[src/rtl/jvm_byte_fetcher_pkg.sv]
// Shared definitions for the JVM byte fetcher and the translator FSM that drives it.
// Fetch-state encodings are fixed so the translator and debug tooling agree on them.
package jvm_byte_fetcher_pkg;

   typedef logic [1:0] fetch_state_t;

   localparam fetch_state_t FETCH_IDLE     = 2'd0;
   localparam fetch_state_t FETCH_MEM_REQ  = 2'd1;
   localparam fetch_state_t FETCH_MEM_WAIT = 2'd2;

   localparam int unsigned BYTES_PER_WORD = 4;

   // WIDE prefix opcode; the translator needs two extra operand bytes after it.
   localparam logic [7:0] OP_WIDE = 8'hC4;

endpackage

[src/rtl/jvm_byte_fetcher_byte_lane_sel.sv]
// Big-endian byte extraction: lane 0 is the most significant byte of the word.
module jvm_byte_fetcher_byte_lane_sel (
   input  logic [31:0] word,
   input  logic [1:0]  lane,
   output logic [7:0]  lane_byte
);

   always_comb begin
      lane_byte = word[31:24];
      case (lane)
         2'd0:    lane_byte = word[31:24];
         2'd1:    lane_byte = word[23:16];
         2'd2:    lane_byte = word[15:8];
         default: lane_byte = word[7:0];
      endcase
   end

endmodule

[src/rtl/jvm_byte_fetcher.sv]
// Responder for the translator's byte-fetch handshake: one ready pulse per accepted start,
// served from a one-word cache or from a two-edge bytecode RAM read.
module jvm_byte_fetcher
   import jvm_byte_fetcher_pkg::*;
#(
   parameter int SIZE          = 1024,
   parameter int ADDRESS_WIDTH = 10
) (
   input  logic                       clk,
   input  logic                       rst_n,
   input  logic                       pc_reset,
   input  logic                       pc_load,
   input  logic [ADDRESS_WIDTH+1:0]   pc_load_val,
   input  logic                       start,
   output logic                       ready,
   output logic [7:0]                 next_byte,
   output logic [ADDRESS_WIDTH+1:0]   pc,
   output logic                       mem_rd_en,
   output logic [ADDRESS_WIDTH-1:0]   mem_addr,
   input  logic [31:0]                mem_rdata,
   output fetch_state_t               state
);

   localparam int          PCW       = ADDRESS_WIDTH + 2;
   localparam int unsigned PC_SPAN   = BYTES_PER_WORD * SIZE;
   localparam int unsigned FULL_SPAN = 32'd1 << PCW;
   localparam logic [PCW-1:0] LAST_PC = PCW'(PC_SPAN - 1);

   logic [31:0]              cache_word;
   logic [ADDRESS_WIDTH-1:0] cache_tag;
   logic                     cache_valid;

   logic [ADDRESS_WIDTH-1:0] pc_word;
   logic                     cache_hit;
   logic [PCW-1:0]           pc_inc;
   logic [PCW-1:0]           pc_load_mod;
   logic [31:0]              lane_word;
   logic [7:0]               lane_byte;

   assign pc_word   = pc[PCW-1:2];
   assign cache_hit = cache_valid && (cache_tag == pc_word);
   assign pc_inc    = (pc == LAST_PC) ? '0 : pc + PCW'(1);

   // The returning RAM word is used directly in MEM_WAIT; otherwise the cached word.
   assign lane_word = (state == FETCH_MEM_WAIT) ? mem_rdata : cache_word;

   // Branch targets beyond the RAM fold back into range; free when the span fills the PC.
   generate
      if (PC_SPAN == FULL_SPAN) begin : g_load_direct
         assign pc_load_mod = pc_load_val;
      end else begin : g_load_mod
         assign pc_load_mod = PCW'(32'(pc_load_val) % PC_SPAN);
      end
   endgenerate

   jvm_byte_fetcher_byte_lane_sel u_lane_sel (
      .word      (lane_word),
      .lane      (pc[1:0]),
      .lane_byte (lane_byte)
   );

   always_ff @(posedge clk) begin
      if (!rst_n) begin
         state       <= FETCH_IDLE;
         ready       <= 1'b0;
         next_byte   <= 8'h00;
         pc          <= '0;
         mem_rd_en   <= 1'b0;
         mem_addr    <= '0;
         cache_word  <= 32'h0;
         cache_tag   <= '0;
         cache_valid <= 1'b0;
      end else begin
         ready <= 1'b0;
         // PC rewrites abort any fetch in flight; the RAM word arriving later is ignored.
         if (pc_reset) begin
            pc        <= '0;
            state     <= FETCH_IDLE;
            mem_rd_en <= 1'b0;
         end else if (pc_load) begin
            pc        <= pc_load_mod;
            state     <= FETCH_IDLE;
            mem_rd_en <= 1'b0;
         end else begin
            case (state)
               FETCH_IDLE: begin
                  if (start) begin
                     if (cache_hit) begin
                        ready     <= 1'b1;
                        next_byte <= lane_byte;
                        pc        <= pc_inc;
                     end else begin
                        mem_rd_en <= 1'b1;
                        mem_addr  <= pc_word;
                        state     <= FETCH_MEM_REQ;
                     end
                  end
               end
               FETCH_MEM_REQ: begin
                  mem_rd_en <= 1'b0;
                  state     <= FETCH_MEM_WAIT;
               end
               FETCH_MEM_WAIT: begin
                  cache_word  <= mem_rdata;
                  cache_tag   <= mem_addr;
                  cache_valid <= 1'b1;
                  ready       <= 1'b1;
                  next_byte   <= lane_byte;
                  pc          <= pc_inc;
                  state       <= FETCH_IDLE;
               end
               default: begin
                  mem_rd_en <= 1'b0;
                  state     <= FETCH_IDLE;
               end
            endcase
         end
      end
   end

endmodule

[config.mk]
export PLATFORM = sky130hd
export DESIGN_NAME = jvm_byte_fetcher
export DESIGN_NICKNAME = d
export VERILOG_FILES = /design/src/rtl/jvm_byte_fetcher_pkg.sv /design/src/rtl/jvm_byte_fetcher_byte_lane_sel.sv /design/src/rtl/jvm_byte_fetcher.sv
export SDC_FILE = /design/constraint.sdc
export NUM_CORES = 1
export LEC_CHECK = 0
export ABC_AREA = 0
export CAP_MARGIN = 20
export CORE_ASPECT_RATIO = 0.7
export CORE_MARGIN = 4
export CORE_UTILIZATION = 50
export CTS_CLUSTER_SIZE = 30
export DETAILED_ROUTE_END_ITERATION = 8
export GPL_TIMING_DRIVEN = 1
export PLACE_DENSITY_LB_ADDON = 0.05
export SLEW_MARGIN = 20
export SYNTH_ARGS = -nofsm -noshare
export SYNTH_HDL_FRONTEND = slang
export SYNTH_HIERARCHICAL = 1
export SYNTH_SLANG_ARGS = --single-unit
[constraint.sdc]
create_clock -name clk -period 5.33 [get_ports clk]
set_input_delay 1.066 -clock clk [delete_from_list [all_inputs] [get_ports clk]]
set_output_delay 1.066 -clock clk [all_outputs]
set_load 0.01 [all_outputs]
### Yosys cells after proc, flatten, opt, wreduce, memory -nomap -nowiden

Index checks and enable logic that the tools add are counted.

* mux-type cells: 19
* eq/ne operators: 11
* reduce and logical (&&, ||, !) cells: 14
* add/subtract/negate cells: 1
* bitwise gates (word level): 5

Operator list (count)
* 12-bit two-way mux: 4
* 32-bit two-way mux: 1
* 12-bit case mux with 2 select lines: 1
* 8-bit case mux with 3 select lines: 1
* 8-bit two-way mux: 2
* 8-bit case mux with 2 select lines: 1
* 12-bit by 1-bit adder with 12-bit output, second input constant: 1
* 12-bit == test, second input constant: 1
* 10-bit == test: 1
* 5-bit AND reduction: 2
* 3-bit AND reduction: 3
* 2-bit inequality test, second input constant: 3
* 3-bit inequality test, second input constant: 2
* 1-bit NOT: 5
* 2-bit by 1-bit == test with 1-bit output, second input constant: 2
* 2-bit == test, second input constant: 2
* 2-bit logical NOT: 2
* 1-bit two-way mux: 4
* 2-bit two-way mux: 2
* 1-bit case mux with 2 select lines: 2
* 2-bit case mux with 2 select lines: 1
* 2-bit AND reduction: 2
* 3-bit nonzero test: 1
* 3-bit OR reduction: 1
* 3 further kinds: 3

* output and inout bits: 34
* logic and storage cells: 59
* register bits after elaboration: 77
* input bits: 49

### Logic depth before layout (Yosys ltp)

* depth after elaboration: 6
* depth in mapped cells: 9
* depth with buffers taken out: 7

### Modules after synthesis

The synthesis kept the hierarchy.

Modules (own cells, without submodules)
* jvm_byte_fetcher: cells each 413, sequential area each 1541.5 sq um, area each 3673.5 sq um, instances 1
* jvm_byte_fetcher_byte_lane_sel: cells each 10, sequential area each 0.0 sq um, area each 196.4 sq um, instances 1

### Least setup slack after synthesis

No wires, ideal clock.

* kind: input to register
* start point: input pc_load
* end point: register cache_tag[0]
* stages: 7
* slack: 2.990 ns
* arrival time: 2.265 ns
* data required time: 5.254 ns
* setup time: 0.076 ns
* path through: clkbuf_1 -> nor2_1 -> clkbuf_1 -> nand2_1 -> clkbuf_1 -> nand2_1 -> a21boi_0

* cells in the longest elaborated chain, start to end: 2

Ends and longest elaborated chain
* from (decl): line jvm_byte_fetcher.sv:12 `input logic pc_load,`
* 1-bit NOT (no source line)
* 3-bit AND reduction (no source line)
* to (signal assigned): line jvm_byte_fetcher.sv:105 `cache_tag <= mem_addr;`
* to (decl): line jvm_byte_fetcher.sv:30 `logic [ADDRESS_WIDTH-1:0] cache_tag;`

No other way between the ends.
A chain may end at the register's enable or synchronous reset.

### Final worst setup path

* start point: input pc_load
* end point: register mem_addr[3]

* cells in the longest elaborated chain, start to end: 2

Ends and longest elaborated chain
* 1-bit NOT (no source line)
* 5-bit AND reduction (no source line)
* to (signal assigned): line jvm_byte_fetcher.sv:94 `mem_addr <= pc_word;`
* to (decl): line jvm_byte_fetcher.sv:19 `output logic [ADDRESS_WIDTH-1:0] mem_addr,`

No other way between the ends.

==> summary.md <==
| Metric | Value |
|---|---|
| Leak Pwr | `1.58 nW` |
| Vias/cell | `5.47` |
| Grt ovf | `0` |
| Hold_buf cts | `0` |
| Delay-heaviest family, CP | `simple AND/OR/NAND/NOR gates` |
| Max Fclk | `0.283 GHz` |
| Die Span X | `113 um` |
| Starting DRC count in detailed routing | `267` |
| Largest net degree at the start of global routing | `65` |
| Mapped cell area | `3870 um2` |
| Met2 Use GR | `30.1%` |
| TNS Setup | `0 ns` |
| Final ANT Viol Nets | `0` |
| Area of placed instances | `4680 um2` |
| I/O pin count | `83` |
| Sequential power share | `52.0%` |
| CTS tree | `yes` |
| Pwr/cell area | `233 nW/um2` |
| Status | `finished clean` |
| Initial DRT Pass Iterations | `6` |
| Post-synthesis register bit count | `77` |
| Antenna cell count | `0` |
| Vias after detailed routing | `3229` |
| Clock Sinks | `77` |
| Synth Flop Type | `dfxtp_1` |
| # H-tree levels | `3` |
| WP buf/inv | `1` |
| Post-synth ARST share | `0%` |
| Power share of the combinational group | `8.5%` |
| Initial antenna violation count | `0` |
| Worst path slowest cell | `nor4b_4` |
| CP max stage delay | `0.91 ns` |
| Die outline area | `9230 um2` |
| CTS max path bufs | `2` |
| Gpl congestion | `0.923` |
| Synth Instances | `423` |
| Maximum fanout along the worst path | `19` |
| Clock root cell | `clkbuf_8` |
| Gr busiest metal | `met1` |
| CTS buffer count | `9` |
| Fin crit period | `3.53 ns` |
| Max Slew Vio Count | `0` |
| WHS Path Cells | `2` |
| Clk_skew | `0.00946 ns` |
| Final hold violations | `0` |
| GRT Total Usage | `21.6%` |
| Net Sw Power | `0.277 mW` |
| Area of the core | `7420 um2` |
| Sw frac | `24.4%` |
| Unique masters post-synth | `48` |
| R2R depth | `5` |
| Setup violators final | `0` |
| Clk pin slew, worst setup/hold paths | `0.09 ns` |
| Measured slew at the worst slew-check pin | `1.09 ns` |
| Number of global-route vias before repair | `3061` |
| Final net count | `537` |
| Share of post-route cells with drive strength above 1 | `13.4%` |
| Startpoint class of the critical path | `input port` |
| Area growth syn-to-layout | `26.1%` |
| Type of the most critical hold path | `reg -> reg` |
| DR WL/cell | `16.4 um` |
| Postcts setup bufs | `0` |
| RSZ-0062 raised after global routing | `false` |
| WP data required | `5.58 ns` |
| Worst setup EP type | `flip-flop` |
| Initial Util | `52.2%` |
| Syn avg cell area | `9.15 um2` |
| Final period util | `66.3%` |
| Post-Route WL | `9.67 mm` |
| Slew headroom | `27.1%` |
| First-pass GRT wire length | `15.7 mm` |
| Critical path, cell by cell | `clkdlybuf4s50_1 -> nor2_1 -> nor4b_4 -> mux2i_1 -> nor2b_1` |
| Met1 Track Usage GR | `32.6%` |
| Std cell rows | `26` |
| Syn Nets | `473` |
| Final core area utilization | `65.8%` |
| Max VDD drop | `0.125 mV` |
| Crit path DAT | `3.78 ns` |
| Setup CP Type | `in -> reg` |
| Cell area after layout | `4880 um2` |
| Clk Latency, worst-skew pair | `0.35 ns` |
| Port bufs | `82` |
| Post-synth EDFFs | `0` |
| HPWL after DPL | `6.71 mm` |
| Synth Warn # | `6` |
| CP Depth | `5` |
| Clock Power Share | `39.4%` |
| Sequential share of the synthesized area | `39.8%` |
| Maxcap violations | `0` |
| Pint | `0.858 mW` |
| Met3 GRT Util | `5.82%` |
| DR DRC count | `0` |
| Resized Gates After CTS | `0` |
| Die Ht | `81.6 um` |
[tightest hold or removal path: stages (launching register included)]
cell      delay (ns)
dfxtp_1         0.31
nand2_1         0.05
a21boi_1        0.05
[per-layer routing]
layer,share of wire [%],up-vias
met4,0.53,0
met1,52,1513
li1,-,1598
met3,6.3,7
met2,41,111
met5,0,-
[sequential cells by signal, summed over array words and instances (netlist names), 2 cells and up]
name	cells
cache_tag	10
cache_word	32
mem_addr	10
next_byte	8
pc	12
state	2
[layout by cell type, fill, tap and decap left out, drive strengths merged, types with 2 or more instances in the layout]
cell type,count
a21boi,50
a21oi,6
a221oi,2
a31oi,4
a32oi,2
and2,2
and3,2
buf,3
clkbuf,10
clkdlybuf4s50,82
clkinvlp,2
dfxtp,77
inv,3
mux2,32
mux2i,11
mux4,8
nand2,101
nand2b,3
nand3,17
nand4,3
nor2,8
nor2b,13
nor3,5
nor3b,3
nor4b,2
o211ai,2
o21a,3
o21ai,9
o31ai,2
xnor2,10
xor2,3
[layout make-up]
cell class,instances,area (um2)
fillers,636,2540
multi-input cells,313,2170
flip-flops and latches,77,1540
repair buffers,85,843
clock buffers,10,128
well taps,98,123
clock inverters,6,71.3
inverters,1,3.75
[cell usage after synthesis (6+ instances only)]
cell type    n  area share, %
nor2_1       8           0.78
mux2_2      32            9.3
a21boi_0    43            8.3
o21ai_0      8            1.0
mux2i_1     11            2.8
nand3_1     16            2.1
nand2_1    101            9.8
clkbuf_1    21            2.0
a21boi_1     7            1.4
dfxtp_1     77             40
nor2b_1     13            2.1
xnor2_1      9            2.0
a21oi_1      6           0.78
mux4_2       8            4.7
[final timing paths]
kind,from,end,slack (ns)
max,pc_load,mem_addr[3],1.80
min,next_byte[6],next_byte[6],0.45
max reg2reg,state[1],next_byte[1],2.72
min reg2reg,next_byte[6],next_byte[6],0.45
[through the flow]
stage	setup slack (ns)	instances	hold slack, ns	total power [mW]
finish	1.80	590	0.454	1.13
global route	1.60	590	0.485	1.18
CTS	1.83	590	0.458	1.14
detailed placement	1.46	574	0.447	0.700
global placement	1.56	574	0.445	0.699
floorplan	2.99	423	0.440	0.643
[logic make-up (layout without fill, tap and decap cells)]
kind of cell | Yosys count | in the layout | synth area share, %
AND/OR/NAND/NOR | 162 | 162 | 19.7
adder cells (fa/ha/maj) | 1 | 1 | 0.323
flip-flops | 77 | 77 | 39.8
buffers and inverters | 33 | 102 | 4.33
XOR/XNOR | 13 | 13 | 3.14
AO/OA/AOI/OAI | 86 | 86 | 15.9
multiplexers | 51 | 51 | 16.8
[power groups by stage]
stage	clock network, mW	registers, mW	logic, mW
after floorplan	0	0.599	0.0435
after global placement	0	0.604	0.0954
after detailed placement	0	0.604	0.0961
after CTS	0.458	0.590	0.0970
after global routing	0.480	0.592	0.104
final	0.448	0.590	0.0968
Power figures use the tool's default switching activity.
